`config.mk`:
```
export PLATFORM = sky130hd
export DESIGN_NAME = alu_operand_stage_flat
export DESIGN_NICKNAME = d
export VERILOG_FILES = /design/src/rtl/alu_operand_stage_if.sv /design/src/rtl/alu_operand_stage.sv /design/src/flat_wrapper.sv
export SDC_FILE = /design/constraint.sdc
export NUM_CORES = 1
export LEC_CHECK = 0
export CORE_MARGIN = 5
export CORE_UTILIZATION = 40
export DETAILED_ROUTE_END_ITERATION = 6
export HOLD_SLACK_MARGIN = 0.1
export PLACE_DENSITY = 0.77
export SYNTH_ARGS = -nofsm -noshare
export SYNTH_HDL_FRONTEND = slang
export SYNTH_SLANG_ARGS = --single-unit
```
`constraint.sdc`:
```
create_clock -name clk -period 2.9 [get_ports clk]
set_clock_uncertainty 0.2 [all_clocks]
set_input_delay 0.435 -clock clk [delete_from_list [all_inputs] [get_ports clk]]
set_output_delay 0.435 -clock clk [all_outputs]
set_load 0.02 [all_outputs]
```
`src/rtl/alu_operand_stage_if.sv`:
```
// alu_operand_stage_if: decode-side inputs, forwarding paths and execute-side outputs of the operand stage
//   master : the decode/pipeline side that drives operands, controls, forwarding and out_ready
//   slave  : the operand stage, which returns in_ready, out_valid and the registered operands
interface alu_operand_stage_if;
    logic        in_valid;
    logic        in_ready;
    logic [31:0] rs1_data;
    logic [31:0] rs2_data;
    logic [31:0] imm;
    logic [31:0] pc;
    logic [4:0]  rs1_addr;
    logic [4:0]  rs2_addr;
    logic [4:0]  rd_addr;
    logic [1:0]  op_a_sel;
    logic [1:0]  op_b_sel;
    logic [2:0]  func_in;
    logic        sub_sra_in;
    logic        ex_fwd_en;
    logic        ex_fwd_is_load;
    logic [4:0]  ex_fwd_rd;
    logic [31:0] ex_fwd_data;
    logic        wb_fwd_en;
    logic [4:0]  wb_fwd_rd;
    logic [31:0] wb_fwd_data;
    logic        flush;
    logic        out_valid;
    logic        out_ready;
    logic [31:0] A;
    logic [31:0] B;
    logic [31:0] store_data;
    logic [2:0]  FUNC;
    logic        sub_sra;
    logic [4:0]  rd_out;

    modport master (
        output in_valid, rs1_data, rs2_data, imm, pc, rs1_addr, rs2_addr, rd_addr,
               op_a_sel, op_b_sel, func_in, sub_sra_in, ex_fwd_en, ex_fwd_is_load,
               ex_fwd_rd, ex_fwd_data, wb_fwd_en, wb_fwd_rd, wb_fwd_data, flush, out_ready,
        input  in_ready, out_valid, A, B, store_data, FUNC, sub_sra, rd_out
    );

    modport slave (
        input  in_valid, rs1_data, rs2_data, imm, pc, rs1_addr, rs2_addr, rd_addr,
               op_a_sel, op_b_sel, func_in, sub_sra_in, ex_fwd_en, ex_fwd_is_load,
               ex_fwd_rd, ex_fwd_data, wb_fwd_en, wb_fwd_rd, wb_fwd_data, flush, out_ready,
        output in_ready, out_valid, A, B, store_data, FUNC, sub_sra, rd_out
    );
endinterface

```
`src/rtl/alu_operand_stage.sv`:
```
// alu_operand_stage: forwards and selects ALU operands, detects load-use hazards, registers one instruction
//   clk   : rising-edge clock
//   rst_n : asynchronous active-low reset
//   bus   : slave view of alu_operand_stage_if (decode handshake, forwarding inputs, execute handshake and outputs)
module alu_operand_stage (
    input  logic                clk,
    input  logic                rst_n,
    alu_operand_stage_if.slave  bus
);
    logic        r_valid;
    logic [31:0] r_a;
    logic [31:0] r_b;
    logic [31:0] r_store;
    logic [2:0]  r_func;
    logic        r_sub_sra;
    logic [4:0]  r_rd;
    logic [4:0]  r_rs1;
    logic [4:0]  r_rs2;
    logic        r_a_rs1;
    logic        r_b_rs2;

    logic        w_ex1;
    logic        w_ex2;
    logic        w_wb1;
    logic        w_wb2;
    logic [31:0] w_src1;
    logic [31:0] w_src2;
    logic        w_hazard;
    logic        w_ready;
    logic        w_take;
    logic [31:0] w_a;
    logic [31:0] w_b;
    logic        w_snoop1;
    logic        w_snoop2;

    assign w_ex1  = bus.ex_fwd_en && bus.ex_fwd_rd == bus.rs1_addr && bus.rs1_addr != 5'd0;
    assign w_ex2  = bus.ex_fwd_en && bus.ex_fwd_rd == bus.rs2_addr && bus.rs2_addr != 5'd0;
    assign w_wb1  = bus.wb_fwd_en && bus.wb_fwd_rd == bus.rs1_addr && bus.rs1_addr != 5'd0;
    assign w_wb2  = bus.wb_fwd_en && bus.wb_fwd_rd == bus.rs2_addr && bus.rs2_addr != 5'd0;
    assign w_src1 = bus.rs1_addr == 5'd0 ? 32'd0 : w_ex1 ? bus.ex_fwd_data : w_wb1 ? bus.wb_fwd_data : bus.rs1_data;
    assign w_src2 = bus.rs2_addr == 5'd0 ? 32'd0 : w_ex2 ? bus.ex_fwd_data : w_wb2 ? bus.wb_fwd_data : bus.rs2_data;

    // rs2 always feeds store_data, so any EX-load match on rs2 stalls
    assign w_hazard = bus.in_valid && bus.ex_fwd_is_load && ((bus.op_a_sel == 2'b00 && w_ex1) || w_ex2);
    assign w_ready  = (!r_valid || bus.out_ready) && !w_hazard && !bus.flush;
    assign w_take   = bus.in_valid && w_ready;

    assign w_a = bus.op_a_sel == 2'b00 ? w_src1 : bus.op_a_sel == 2'b01 ? bus.pc : 32'd0;
    assign w_b = bus.op_b_sel == 2'b00 ? w_src2 : bus.op_b_sel == 2'b01 ? bus.imm :
                 bus.op_b_sel == 2'b10 ? 32'd4 : 32'd0;

    // a held instruction keeps watching writeback so a value retired during the stall is not lost
    assign w_snoop1 = bus.wb_fwd_en && bus.wb_fwd_rd == r_rs1 && r_rs1 != 5'd0 && r_a_rs1;
    assign w_snoop2 = bus.wb_fwd_en && bus.wb_fwd_rd == r_rs2 && r_rs2 != 5'd0;

    always_ff @(posedge clk or negedge rst_n) begin
        if (!rst_n) begin
            r_valid   <= 1'b0;
            r_a       <= 32'd0;
            r_b       <= 32'd0;
            r_store   <= 32'd0;
            r_func    <= 3'd0;
            r_sub_sra <= 1'b0;
            r_rd      <= 5'd0;
            r_rs1     <= 5'd0;
            r_rs2     <= 5'd0;
            r_a_rs1   <= 1'b0;
            r_b_rs2   <= 1'b0;
        end else if (bus.flush) begin
            r_valid <= 1'b0;
        end else if (w_take) begin
            r_valid   <= 1'b1;
            r_a       <= w_a;
            r_b       <= w_b;
            r_store   <= w_src2;
            r_func    <= bus.func_in;
            r_sub_sra <= bus.sub_sra_in;
            r_rd      <= bus.rd_addr;
            r_rs1     <= bus.rs1_addr;
            r_rs2     <= bus.rs2_addr;
            r_a_rs1   <= bus.op_a_sel == 2'b00;
            r_b_rs2   <= bus.op_b_sel == 2'b00;
        end else if (bus.out_ready) begin
            r_valid <= 1'b0;
        end else if (r_valid) begin
            if (w_snoop1) r_a <= bus.wb_fwd_data;
            if (w_snoop2 && r_b_rs2) r_b <= bus.wb_fwd_data;
            if (w_snoop2) r_store <= bus.wb_fwd_data;
        end
    end

    assign bus.in_ready   = w_ready;
    assign bus.out_valid  = r_valid;
    assign bus.A          = r_a;
    assign bus.B          = r_b;
    assign bus.store_data = r_store;
    assign bus.FUNC       = r_func;
    assign bus.sub_sra    = r_sub_sra;
    assign bus.rd_out     = r_rd;
endmodule
```
`src/flat_wrapper.sv`:
```
// flat-port wrapper written by rule: the top's interface ports become plain ports
module alu_operand_stage_flat 
  (clk, rst_n, bus_in_valid, bus_rs1_data, bus_rs2_data, bus_imm, bus_pc, bus_rs1_addr, bus_rs2_addr, bus_rd_addr, bus_op_a_sel, bus_op_b_sel, bus_func_in, bus_sub_sra_in, bus_ex_fwd_en, bus_ex_fwd_is_load, bus_ex_fwd_rd, bus_ex_fwd_data, bus_wb_fwd_en, bus_wb_fwd_rd, bus_wb_fwd_data, bus_flush, bus_out_ready, bus_in_ready, bus_out_valid, bus_A, bus_B, bus_store_data, bus_FUNC, bus_sub_sra, bus_rd_out);
  alu_operand_stage_if bus_i ();
  input  logic clk;
  input  logic rst_n;
  input wire logic [$bits(bus_i.in_valid)-1:0] bus_in_valid;
  input wire logic [$bits(bus_i.rs1_data)-1:0] bus_rs1_data;
  input wire logic [$bits(bus_i.rs2_data)-1:0] bus_rs2_data;
  input wire logic [$bits(bus_i.imm)-1:0] bus_imm;
  input wire logic [$bits(bus_i.pc)-1:0] bus_pc;
  input wire logic [$bits(bus_i.rs1_addr)-1:0] bus_rs1_addr;
  input wire logic [$bits(bus_i.rs2_addr)-1:0] bus_rs2_addr;
  input wire logic [$bits(bus_i.rd_addr)-1:0] bus_rd_addr;
  input wire logic [$bits(bus_i.op_a_sel)-1:0] bus_op_a_sel;
  input wire logic [$bits(bus_i.op_b_sel)-1:0] bus_op_b_sel;
  input wire logic [$bits(bus_i.func_in)-1:0] bus_func_in;
  input wire logic [$bits(bus_i.sub_sra_in)-1:0] bus_sub_sra_in;
  input wire logic [$bits(bus_i.ex_fwd_en)-1:0] bus_ex_fwd_en;
  input wire logic [$bits(bus_i.ex_fwd_is_load)-1:0] bus_ex_fwd_is_load;
  input wire logic [$bits(bus_i.ex_fwd_rd)-1:0] bus_ex_fwd_rd;
  input wire logic [$bits(bus_i.ex_fwd_data)-1:0] bus_ex_fwd_data;
  input wire logic [$bits(bus_i.wb_fwd_en)-1:0] bus_wb_fwd_en;
  input wire logic [$bits(bus_i.wb_fwd_rd)-1:0] bus_wb_fwd_rd;
  input wire logic [$bits(bus_i.wb_fwd_data)-1:0] bus_wb_fwd_data;
  input wire logic [$bits(bus_i.flush)-1:0] bus_flush;
  input wire logic [$bits(bus_i.out_ready)-1:0] bus_out_ready;
  output wire logic [$bits(bus_i.in_ready)-1:0] bus_in_ready;
  output wire logic [$bits(bus_i.out_valid)-1:0] bus_out_valid;
  output wire logic [$bits(bus_i.A)-1:0] bus_A;
  output wire logic [$bits(bus_i.B)-1:0] bus_B;
  output wire logic [$bits(bus_i.store_data)-1:0] bus_store_data;
  output wire logic [$bits(bus_i.FUNC)-1:0] bus_FUNC;
  output wire logic [$bits(bus_i.sub_sra)-1:0] bus_sub_sra;
  output wire logic [$bits(bus_i.rd_out)-1:0] bus_rd_out;
  assign bus_i.in_valid = bus_in_valid;
  assign bus_i.rs1_data = bus_rs1_data;
  assign bus_i.rs2_data = bus_rs2_data;
  assign bus_i.imm = bus_imm;
  assign bus_i.pc = bus_pc;
  assign bus_i.rs1_addr = bus_rs1_addr;
  assign bus_i.rs2_addr = bus_rs2_addr;
  assign bus_i.rd_addr = bus_rd_addr;
  assign bus_i.op_a_sel = bus_op_a_sel;
  assign bus_i.op_b_sel = bus_op_b_sel;
  assign bus_i.func_in = bus_func_in;
  assign bus_i.sub_sra_in = bus_sub_sra_in;
  assign bus_i.ex_fwd_en = bus_ex_fwd_en;
  assign bus_i.ex_fwd_is_load = bus_ex_fwd_is_load;
  assign bus_i.ex_fwd_rd = bus_ex_fwd_rd;
  assign bus_i.ex_fwd_data = bus_ex_fwd_data;
  assign bus_i.wb_fwd_en = bus_wb_fwd_en;
  assign bus_i.wb_fwd_rd = bus_wb_fwd_rd;
  assign bus_i.wb_fwd_data = bus_wb_fwd_data;
  assign bus_i.flush = bus_flush;
  assign bus_i.out_ready = bus_out_ready;
  assign bus_in_ready = bus_i.in_ready;
  assign bus_out_valid = bus_i.out_valid;
  assign bus_A = bus_i.A;
  assign bus_B = bus_i.B;
  assign bus_store_data = bus_i.store_data;
  assign bus_FUNC = bus_i.FUNC;
  assign bus_sub_sra = bus_i.sub_sra;
  assign bus_rd_out = bus_i.rd_out;
  alu_operand_stage u_core (.clk(clk), .rst_n(rst_n), .bus(bus_i));
endmodule
```
# After elaboration in Yosys (flattened, before gate mapping)
# Cells that the tools add are included.
[op_classes]
mux = 26
n_reduce_logical = 42
eq_ne = 10
n_bitwise = 1
[ops]
columns = ["cell", "count"]
rows = [
  ["two-way mux 32 bit", 22],
  ["== test 5 bit", 6],
  ["logical AND 1 bit", 20],
  ["nonzero test 5 bit", 4],
  ["AND reduction 4 bit", 3],
  ["zero test 5 bit", 2],
  ["nonzero test 2 bit", 4],
  ["== test 2 x 1 -> 1 bit, second input constant", 2],
  ["zero test 2 bit", 2],
  ["zero test 1 bit", 3],
  ["two-way mux 1 bit", 3],
  ["two-way mux 3 bit", 1],
  ["nonzero test 3 bit", 1],
  ["== test 2 bit, second input constant", 1],
  ["logical OR 1 bit", 2],
  ["inequality test 2 x 1 -> 1 bit, second input constant", 1],
  ["AND reduction 2 bit", 1],
  ["inverter 1 bit", 1],
]
[word_totals]
elab_cells = 90
register_bits = 118
input_bits = 233

# Longest topological paths before layout
# Gate-level depths: netlist of the first run.
[logic_depth]
ltp_word = 12
depth_mapped = 10
depth_no_buf = 6

# Worst setup path after synthesis of the first run
# OpenSTA, ideal clock, no wires.
[synth_timing]
kind = "in2out"
start = "input port bus_rs2_addr[0]"
end = "output port bus_in_ready"
arrival_time_ns = 2.608
slack_ns = -0.343
t_required_ns = 2.265
path_buffers = 4
cell_stages = 9
path_cell_list = "or4_1 -> clkbuf_1 -> o211ai_2 -> nor2_1 -> o21a_1 -> buf_2 -> buf_4 -> buf_2 -> a21boi_0"
[synth_via]
elab_chain_cells = 8
[synth_lines]
columns = ["element", "line", "text"]
rows = [
  ["from (decl)", "flat_wrapper.sv:13", "input wire logic [$bits(bus_i.rs2_addr)-1:0] bus_rs2_addr;"],
  ["== test 5 bit", "alu_operand_stage.sv:37", "assign w_ex2 = bus.ex_fwd_en && bus.ex_fwd_rd == bus.rs2_addr && bus.rs2_addr != 5'd0;"],
  ["logical AND 1 bit", "alu_operand_stage.sv:37", ""],
  ["logical AND 1 bit (*)", "alu_operand_stage.sv:37", ""],
  ["logical OR 1 bit (*)", "alu_operand_stage.sv:44", "assign w_hazard = bus.in_valid && bus.ex_fwd_is_load && ((bus.op_a_sel == 2'b00 && w_ex1) || w_ex2);"],
  ["logical AND 1 bit (*)", "alu_operand_stage.sv:44", ""],
  ["zero test 1 bit (*)", "alu_operand_stage.sv:45", "assign w_ready = (!r_valid || bus.out_ready) && !w_hazard && !bus.flush;"],
  ["logical AND 1 bit (*) (2 in a row)", "alu_operand_stage.sv:45", ""],
  ["to (decl)", "flat_wrapper.sv:28", "output wire logic [$bits(bus_i.in_ready)-1:0] bus_in_ready;"],
]
# Every way passes the cells marked *; elsewhere a longest branch is shown, timed or not.

# Final worst setup path of the first run
[layout_timing]
start = "input port bus_rs2_addr[0]"
end = "register u_core.r_store[16], in the netlist u_core.bus.store_data[16]"
[layout_via]
elab_chain_cells = 11
[layout_lines]
columns = ["element", "line", "text"]
rows = [
  ["== test 5 bit", "alu_operand_stage.sv:37", ""],
  ["logical AND 1 bit (2 in a row)", "alu_operand_stage.sv:37", ""],
  ["logical OR 1 bit", "alu_operand_stage.sv:44", ""],
  ["logical AND 1 bit", "alu_operand_stage.sv:44", ""],
  ["zero test 1 bit", "alu_operand_stage.sv:45", ""],
  ["logical AND 1 bit (2 in a row)", "alu_operand_stage.sv:45", ""],
  ["logical AND 1 bit", "alu_operand_stage.sv:46", "assign w_take = bus.in_valid && w_ready;"],
  ["inequality test 2 x 1 -> 1 bit (no line) or nonzero test 2 bit (tied branches)", "--", ""],
  ["AND reduction 4 bit (no line)", "--", ""],
  ["to (signal assigned)", "alu_operand_stage.sv:75", "r_store <= w_src2;"],
  ["to (signal assigned)", "alu_operand_stage.sv:88", "if (w_snoop2) r_store <= bus.wb_fwd_data;"],
  ["to (decl)", "alu_operand_stage.sv:13", "logic [31:0] r_store;"],
]
# Parallel ways exist; a longest one is shown, timed or not.
# A chain may end at the register's enable or synchronous reset.

==> impl_metrics.sql, run 1 <==
INSERT INTO impl_metrics (metric_group, metric, value, unit) VALUES
('detailed_routing', 'route.detailed.wl_per_inst', '24.5', 'µm'),
('detailed_routing', 'wl', '37700', 'µm'),
('placement', 'place.detailed.instances', '1501', ''),
('detailed_routing', 'vias', '9595', ''),
('critical_path', 'worst-setup-path-type', 'in -> reg', ''),
('global_route', 'first_global_vias', '9728', ''),
('detailed_routing', 'drc', '1', ''),
('power', 'overall_power', '0.00665', 'W'),
('finish', 'final_cells', '1539', ''),
('logic_synthesis', 'synth.yosys.seq_area_share', '0.364', ''),
('logic_synthesis', 'netlist_instances', '903', ''),
('critical_path', 'worstPathArrival', '2960', 'ps'),
('finish', 'final_area', '13200', 'µm²'),
('timing', 'timing.final.max_slew_violations', '0', ''),
('logic_synthesis', 'mappedNetlistNets', '1136', ''),
('global_route', 'grt_start_max_net_pins', '65', ''),
('detailed_routing', 'drt_pass1_iterations', '7', ''),
('timing', 'relSlewSlack', '0.564', ''),
('finish', 'final_layout_size_suffix_gt1_frac', '0.121', ''),
('logic_synthesis', 'synthesis_warning_total', '0', ''),
('status', 'failed_checks', 'design-rule violations', ''),
('power', 'ir_worst_vdd', '352', 'µV'),
('finish', 'nets', '1487', ''),
('status', 'run_status', 'finished, violations left', ''),
('critical_path', 'worst_ep_required_time', '2980', 'ps'),
('power', 'swShare', '0.317', ''),
('die', 'die_h', '152', 'µm'),
('timing', 'worst_slew_pin_slew', '655', 'ps'),
('logic_synthesis', 'syn-mean-instance-area', '8.98', 'µm²'),
('job', 'drv.max_cap_violation_count', '0', ''),
('global_route', 'grt_first_pass_wirelength', '57200', 'µm'),
('global_route', 'grt_antenna_before_repair', '2', ''),
('global_route', 'global_route.usage.total', '0.308', ''),
('die', 'std_cell_rows', '52', ''),
('detailed_routing', 'detail-route-antenna-nets', '0', ''),
('timing', 'final_hold_viol_count', '0', ''),
('placement', 'placed_cell_area', '12500', 'µm²'),
('finish', 'layout-area-overhead-vs-synth', '62.3', '%'),
('clocking', 'insertion_delay', '400', 'ps'),
('power', 'power_density', '506', 'nW/µm²'),
('die', 'initial_utilization', '0.403', ''),
('timing', 'setup-violations-final', '0', ''),
('critical_path', 'critical_path.max_fanout', '15', ''),
('power', 'share_of_power_burned_in_combinational_logic', '0.337', ''),
('clocking', 'tritoncts', 'built', ''),
('power', 'seq_power_share', '0.318', ''),
('placement', 'numPortBuffers', '339', ''),
('die', 'ioPinCount', '340', ''),
('critical_path', 'startpoint_type', 'primary input', ''),
('power', 'total_switching_power', '0.00211', 'W'),
('die', 'die_w', '152', 'µm'),
('timing', 'fmax', '347', 'MHz'),
('timing', 'final.period_utilization', '0.992', ''),
('clocking', 'tritoncts_num_sinks', '118', ''),
('critical_path', 'cp-end-kind', 'flop', ''),
('finish', 'fillerInstances', '1666', ''),
('placement', 'gp_congestion', '0.984', ''),
('timing', 'period_needed', '2880', 'ps'),
('clocking', 'cts_inserted_buffers', '17', ''),
('logic_synthesis', 'number_of_unique_standard_cell_types_used_by_synthesis', '48', ''),
('logic_synthesis', 'synth.ff_latch_count', '118', ''),
('die', 'fp.dieArea', '23200', 'µm²'),
('timing', 'grt_setup_unrepaired', 'yes', ''),
('detailed_routing', 'vias_per_cell', '6.23', ''),
('clocking', 'cts_htree_levels', '4', ''),
('die', 'core_area', '20100', 'µm²'),
('logic_synthesis', 'synth_area', '8110', 'µm²'),
('power', 'internal_power', '0.00455', 'W'),
('clocking', 'clk_pin_slew', '60', 'ps'),
('clocking', 'clk_root_buf', 'sky130_fd_sc_hd__clkbuf_16', ''),
('placement', 'dp_hpwl', '26900', 'µm'),
('power', 'clock_network_fraction_of_total_power', '0.344', ''),
('finish', 'utilization', '0.655', ''),
('timing', 'final_layout_setup_total_negative_slack', '0', 'ps'),
('global_route', 'remaining_overflow_grt', '0', ''),
('min_path', 'min_path_type', 'reg -> reg', ''),
('detailed_routing', 'drt_first_iter_violations', '908', ''),
('power', 'leakage_component_of_the_power', '4.85', 'nW'),
('clocking', 'ctsLongestPathBuffers', '2', '');
## worst paths after layout
kind / startpoint / endpoint / slack, ps / depth (start not counted)
max: bus_rs2_addr[0] / u_core.bus.store_data[16] / 20 / 9
min: u_core.bus.rd_out[4] / u_core.bus.rd_out[4] / 290 / 1
max reg2reg: u_core.bus.out_valid / u_core.bus.A[8] / 490 / 7
min reg2reg: u_core.bus.rd_out[4] / u_core.bus.rd_out[4] / 290 / 1
max in group asynchronous: rst_n / u_core.bus.A[20] / 1460 / 3
min in group asynchronous: rst_n / u_core.bus.A[2] / 380 / 2
## logic make-up after synthesis
family,share of synthesized area
DFF,0.364
and+or+nand+nor,0.124
xor gates and xnor gates,0.0302
muxes,0.146
AOI/OAI and AO/OA,0.263
buffers and inverters,0.0719
## metal layers
| layer | vias to the layer above | GRT usage | routed length [µm] |
|---|---|---|---|
| met5 | - | 0 | 0 |
| met4 | 0 | 0.122 | 1580 |
| met3 | 132 | 0.0650 | 3750 |
| met2 | 708 | 0.502 | 17800 |
| met1 | 4548 | 0.402 | 14600 |
| li1 | 4207 | - | - |
## critical path, cell delays in order
cell and delay, ps:
sky130_fd_sc_hd__clkdlybuf4s50_1 430, sky130_fd_sc_hd__or4_4 570, sky130_fd_sc_hd__o211ai_4 180, sky130_fd_sc_hd__buf_4 290, sky130_fd_sc_hd__or2_4 290, sky130_fd_sc_hd__a31oi_1 130
sky130_fd_sc_hd__a211oi_1 410, sky130_fd_sc_hd__buf_4 180, sky130_fd_sc_hd__a21oi_1 30
## synthesized netlist by cell type (all sizes together)
cell	instances	share of area
dfrtp	118	0.36
mux2i	98	0.12
clkbuf	80	0.037
nand3	65	0.040
a211oi	63	0.058
o21ai	38	0.025
inv	36	0.017
nor2	36	0.017
a21oi	34	0.021
nor3	34	0.021
a211o	33	0.036
nand4	33	0.025
a22oi	32	0.030
a31oi	31	0.024
a32oi	31	0.033
o22ai	31	0.024
buf	27	0.018
xnor2	21	0.023
mux2	18	0.025
xor2	7	0.0076
nand2	6	0.0031
nor4	5	0.0054
and4	3	0.0032
o211ai	3	0.0034
or4	3	0.0028
a21boi	2	0.0019
nand2b	2	0.0015
nor2b	2	0.0015
o31ai	2	0.0019
a21o	1	0.00093
a221o	1	0.0012
a311oi	1	0.0011
and2	1	0.00077
and3b	1	0.0011
nor3b	1	0.00093
o211a	1	0.0012
o21a	1	0.00093
or2	1	0.00077
## layout make-up
type / count / area [µm²] / share of cell area
Multi-Input combinational cell: 642 / 4680 / 0.356
Timing Repair Buffer: 439 / 4420 / 0.336
Sequential cell: 118 / 2950 / 0.224
Clock buffer: 21 / 460 / 0.0350
Tap cell: 270 / 338 / 0.0257
Clock inverter: 11 / 174 / 0.0132
Inverter: 36 / 135 / 0.0103
Antenna cell: 2 / 5.00 / 0.000380
## state kept, by name, indices dropped and copies added (netlist names), 3 cells and up
name and count:
u_core.bus.rd_out 5, u_core.r_rs2 5, u_core.r_rs1 5, u_core.bus.B 32, u_core.bus.FUNC 3, u_core.bus.A 32, u_core.bus.store_data 32
## layout by cell type, fill, tap and decap left out, types with 2 or more instances in the layout
| master | Yosys | final |
|---|---|---|
| sky130_fd_sc_hd__nor3_1 | 34 | 34 |
| sky130_fd_sc_hd__o22ai_1 | 31 | 31 |
| sky130_fd_sc_hd__clkbuf_1 | 79 | 2 |
| sky130_fd_sc_hd__nor2_1 | 36 | 35 |
| sky130_fd_sc_hd__a22oi_1 | 32 | 32 |
| sky130_fd_sc_hd__or4_1 | 3 | 2 |
| sky130_fd_sc_hd__buf_4 | 1 | 78 |
| sky130_fd_sc_hd__nor4_1 | 3 | 2 |
| sky130_fd_sc_hd__clkbuf_8 | 0 | 2 |
| sky130_fd_sc_hd__mux2_1 | 15 | 15 |
| sky130_fd_sc_hd__diode_2 | 0 | 2 |
| sky130_fd_sc_hd__nand4_1 | 33 | 33 |
| sky130_fd_sc_hd__mux2i_1 | 98 | 98 |
| sky130_fd_sc_hd__o31ai_1 | 2 | 2 |
| sky130_fd_sc_hd__clkinv_4 | 0 | 3 |
| sky130_fd_sc_hd__a21boi_4 | 0 | 2 |
| sky130_fd_sc_hd__o211ai_1 | 2 | 2 |
| sky130_fd_sc_hd__nand2_1 | 5 | 4 |
| sky130_fd_sc_hd__a21oi_1 | 34 | 34 |
| sky130_fd_sc_hd__xor2_1 | 7 | 7 |
| sky130_fd_sc_hd__mux2_2 | 3 | 3 |
| sky130_fd_sc_hd__nand2_4 | 0 | 2 |
| sky130_fd_sc_hd__a211o_1 | 33 | 33 |
| sky130_fd_sc_hd__clkbuf_16 | 0 | 18 |
| sky130_fd_sc_hd__nor4_4 | 0 | 2 |
| sky130_fd_sc_hd__clkinvlp_4 | 0 | 3 |
| sky130_fd_sc_hd__a31oi_1 | 31 | 31 |
| sky130_fd_sc_hd__o21ai_0 | 37 | 37 |
| sky130_fd_sc_hd__nand3_1 | 65 | 64 |
| sky130_fd_sc_hd__xnor2_1 | 21 | 21 |
| sky130_fd_sc_hd__dfrtp_1 | 118 | 118 |
| sky130_fd_sc_hd__and4_1 | 3 | 2 |
| sky130_fd_sc_hd__a211oi_1 | 63 | 63 |
| sky130_fd_sc_hd__clkdlybuf4s50_1 | 0 | 337 |
| sky130_fd_sc_hd__bufinv_16 | 0 | 4 |
| sky130_fd_sc_hd__a32oi_1 | 31 | 31 |
| sky130_fd_sc_hd__buf_12 | 0 | 20 |
| sky130_fd_sc_hd__inv_1 | 36 | 36 |
## what timing repair did
item	4_1_cts	5_1_grt
endpoints found under the hold margin	40	0
resized for setup	6	3
pin swaps	0	4
setup buffers	0	1
hold buffers	1	0
endpoints found under the setup margin	2	11
gates cloned	0	2
## through the flow
step	hold WS (ps)	setup WS (ps)
finish	286	22.0
global route	321	-16.8
CTS	290	39.4
detailed placement	275	-489
global placement	273	-499
floorplan	-60.6	3.14
## power by group through the flow
| stage | Clock (W) | Combinational (W) | Sequential (W) |
|---|---|---|---|
| final | 0.00229 | 0.00224 | 0.00212 |
| after global routing | 0.00238 | 0.00237 | 0.00215 |
| after CTS | 0.00232 | 0.00222 | 0.00211 |
| after detailed placement | 0 | 0.00221 | 0.00214 |
| after global placement | 0 | 0.00219 | 0.00213 |
| after floorplan | 0 | 0.000623 | 0.00242 |
Note: power is estimated with default switching activity, not from simulation.
==> run 2, diff against run 1 <==
--- a/config.mk
+++ b/config.mk
@@ -5,11 +5,13 @@
 export SDC_FILE = /design/constraint.sdc
 export NUM_CORES = 1
 export LEC_CHECK = 0
+export CELL_PAD_IN_SITES_DETAIL_PLACEMENT = 1
+export CELL_PAD_IN_SITES_GLOBAL_PLACEMENT = 2
 export CORE_MARGIN = 5
-export CORE_UTILIZATION = 40
+export CORE_UTILIZATION = 22
 export DETAILED_ROUTE_END_ITERATION = 6
-export HOLD_SLACK_MARGIN = 0.1
-export PLACE_DENSITY = 0.77
+export PLACE_DENSITY = 0.75
+export SLEW_MARGIN = 40
 export SYNTH_ARGS = -nofsm -noshare
 export SYNTH_HDL_FRONTEND = slang
 export SYNTH_SLANG_ARGS = --single-unit
==> run 2 against run 1 <==
The flow now finishes without violations. Flip-flop and latch count is the same. Cell area is 1.7% higher. First-iteration DRC count shrank 49%. Worst setup slack improved by 31 ps. Critical endpoint is now bus_in_ready.
==> impl_metrics.sql, run 2 (synthesis gave the netlist of run 1 again) <==
INSERT INTO impl_metrics (metric_group, metric, value, unit) VALUES
('min_path', 'hold-path-cell-count', '1', ''),
('detailed_routing', 'drc', '0', ''),
('timing', 'setup-violations-final', '0', ''),
('clocking', 'cts_inserted_buffers', '17', ''),
('critical_path', 'critical_path.max_fanout', '2', ''),
('detailed_routing', 'wl', '45800', 'µm'),
('die', 'core_area', '36500', 'µm²'),
('detailed_routing', 'drt_first_iter_violations', '465', ''),
('clocking', 'tritoncts_num_sinks', '118', ''),
('clocking', 'ctsLongestPathBuffers', '2', ''),
('critical_path', 'reg2reg_start', 'u_core.bus.out_valid', ''),
('placement', 'gp_congestion', '0.840', ''),
('clocking', 'clk_root_buf', 'sky130_fd_sc_hd__clkbuf_16', ''),
('detailed_routing', 'detail-route-antenna-nets', '0', ''),
('power', 'leakage_component_of_the_power', '4.83', 'nW'),
('critical_path', 'worst-setup-path-type', 'in -> out', ''),
('finish', 'fillerInstances', '4135', ''),
('global_route', 'first_global_vias', '10447', ''),
('finish', 'layout_common_cells', '337 x sky130_fd_sc_hd__clkdlybuf4s50_1, 118 x sky130_fd_sc_hd__dfrtp_1, 98 x sky130_fd_sc_hd__mux2i_1', ''),
('clocking', 'postCtsSetupBuffers', '0', ''),
('timing', 'relSlewSlack', '0.537', ''),
('finish', 'layout.cells.most_common', 'sky130_fd_sc_hd__clkdlybuf4s50_1', ''),
('die', 'ioPinCount', '340', ''),
('timing', 'timing.final.max_slew_violations', '0', ''),
('timing', 'fmax', '351', 'MHz'),
('die', 'std_cell_rows', '70', ''),
('critical_path', 'worst_ep_required_time', '2270', 'ps'),
('critical_path', 'startpoint_type', 'primary input', ''),
('timing', 'grt_setup_unrepaired', 'no', ''),
('timing', 'worst_slew_pin_slew', '694', 'ps'),
('detailed_routing', 'drt_pass1_iterations', '5', ''),
('critical_path', 'cp-end-kind', 'primary output', ''),
('placement', 'dp_hpwl', '32800', 'µm'),
('detailed_routing', 'route.detailed.wl_per_inst', '26.5', 'µm'),
('detailed_routing', 'vias', '9342', ''),
('critical_path', 'rrSetupSlack', '420', 'ps'),
('die', 'fp.dieArea', '40800', 'µm²'),
('clocking', 'cts_htree_levels', '4', ''),
('power', 'power_density', '488', 'nW/µm²'),
('critical_path', 'critical_path.slowest_cell', 'sky130_fd_sc_hd__or4_4', ''),
('global_route', 'global_route.usage.total', '0.219', ''),
('finish', 'utilization', '0.366', ''),
('critical_path', 'ff2ff_path_depth', '7', ''),
('detailed_routing', 'vias_per_cell', '5.40', ''),
('placement', 'placed_cell_area', '12800', 'µm²'),
('status', 'run_status', 'finished clean', ''),
('min_path', 'min_path_type', 'reg -> reg', ''),
('critical_path', 'path_buf_inv', '2', ''),
('timing', 'final.period_utilization', '0.982', ''),
('power', 'ir_worst_vdd', '390', 'µV'),
('critical_path', 'endpoint_of_the_worst_register_to_register_path', 'u_core.bus.A[11]', ''),
('timing', 'period_needed', '2850', 'ps'),
('job', 'drv.max_cap_violation_count', '0', ''),
('critical_path', 'path_cells', 'clkdlybuf4s50_1 > or4_4 > o211ai_4 > nor2_2 > o21a_4 > a21boi_4 > buf_6', ''),
('clocking', 'insertion_delay', '420', 'ps'),
('die', 'die_h', '202', 'µm'),
('timing', 'hold_slack', '288', 'ps'),
('finish', 'final_area', '13400', 'µm²'),
('critical_path', 'family_with_the_most_delay_on_the_worst_path', 'simple AND/OR/NAND/NOR gates', ''),
('finish', 'layout-area-overhead-vs-synth', '65.1', '%'),
('min_path', 'hold_crit_start', 'u_core.bus.rd_out[2]', ''),
('finish', 'nets', '1480', ''),
('timing', 'final_hold_viol_count', '0', ''),
('finish', 'final-seq-area', '2950', 'µm²'),
('clocking', 'clk_pin_slew', '60', 'ps'),
('clocking', 'tritoncts', 'built', ''),
('critical_path', 'worstPathArrival', '2210', 'ps'),
('finish', 'final_layout_size_suffix_gt1_frac', '0.118', ''),
('placement', 'numPortBuffers', '339', ''),
('die', 'initial_utilization', '0.222', ''),
('global_route', 'remaining_overflow_grt', '0', ''),
('global_route', 'grt_antenna_before_repair', '6', ''),
('global_route', 'grt_start_max_net_pins', '55', ''),
('finish', 'multiInputGateArea', '4700', 'µm²'),
('critical_path', 'longest_individual_stage_delay_on_the_worst_path', '570', 'ps'),
('die', 'die_w', '202', 'µm'),
('global_route', 'grt_first_pass_wirelength', '68700', 'µm'),
('min_path', 'worst_hold_path.endpoint', 'u_core.bus.rd_out[2]', '');
run 2: layout make-up:
class / instances / area share
well taps: 468 / 0.0438
flip-flops and latches: 118 / 0.221
clock inverters: 10 / 0.00804
repair buffers: 432 / 0.333
inverters: 36 / 0.0101
multi-input cells: 642 / 0.351
clock buffers: 20 / 0.0334
diodes: 3 / 0.000561
run 2: stage by stage:
step           power, W  worst slack (ps)  cells  TNS [ps]
2_1_floorplan   0.00305              3.14    903         0
3_3_place_gp    0.00440              -511   1695    -22830
3_5_place_dp    0.00443              -516   1695    -28720
4_1_cts         0.00661              27.5   1726         0
5_1_grt         0.00682             0.898   1728         0
6_report        0.00653              53.2   1729         0
run 2: worst max path at each step:
stage	cells after the start	slack, ps	start	to
after floorplan	9	3	bus_rs2_addr[0]	bus_in_ready
after global placement	7	-510	bus_rs2_addr[0]	bus_in_ready
after detailed placement	7	-520	bus_rs2_addr[0]	bus_in_ready
after CTS	7	30	bus_rs2_addr[0]	bus_in_ready
after global routing	9	0.9	bus_rs2_addr[4]	u_core.bus.B[25]
final	7	50	bus_rs2_addr[4]	bus_in_ready
run 2: repair_timing:
action                                  4_1_cts  5_1_grt
resized for setup                             7        4
hold buffers                                  1        0
endpoints found under the setup margin        1        2
hold endpoints to repair                     41        0
pin swaps                                     0        4
run 2: power breakdown:
part           switching (W)  leakage (nW)  internal, W
Clock               0.000857         0.267      0.00127
Combinational        0.00116          3.19      0.00112
Sequential          0.000191          1.37      0.00193
run 2: metal layers:
layer	vias up	track usage	share of wire
met5	-	0	0.00085
met4	6	0.0671	0.022
met3	61	0.0597	0.074
met2	384	0.361	0.48
met1	4714	0.279	0.43
li1	4177	-	-
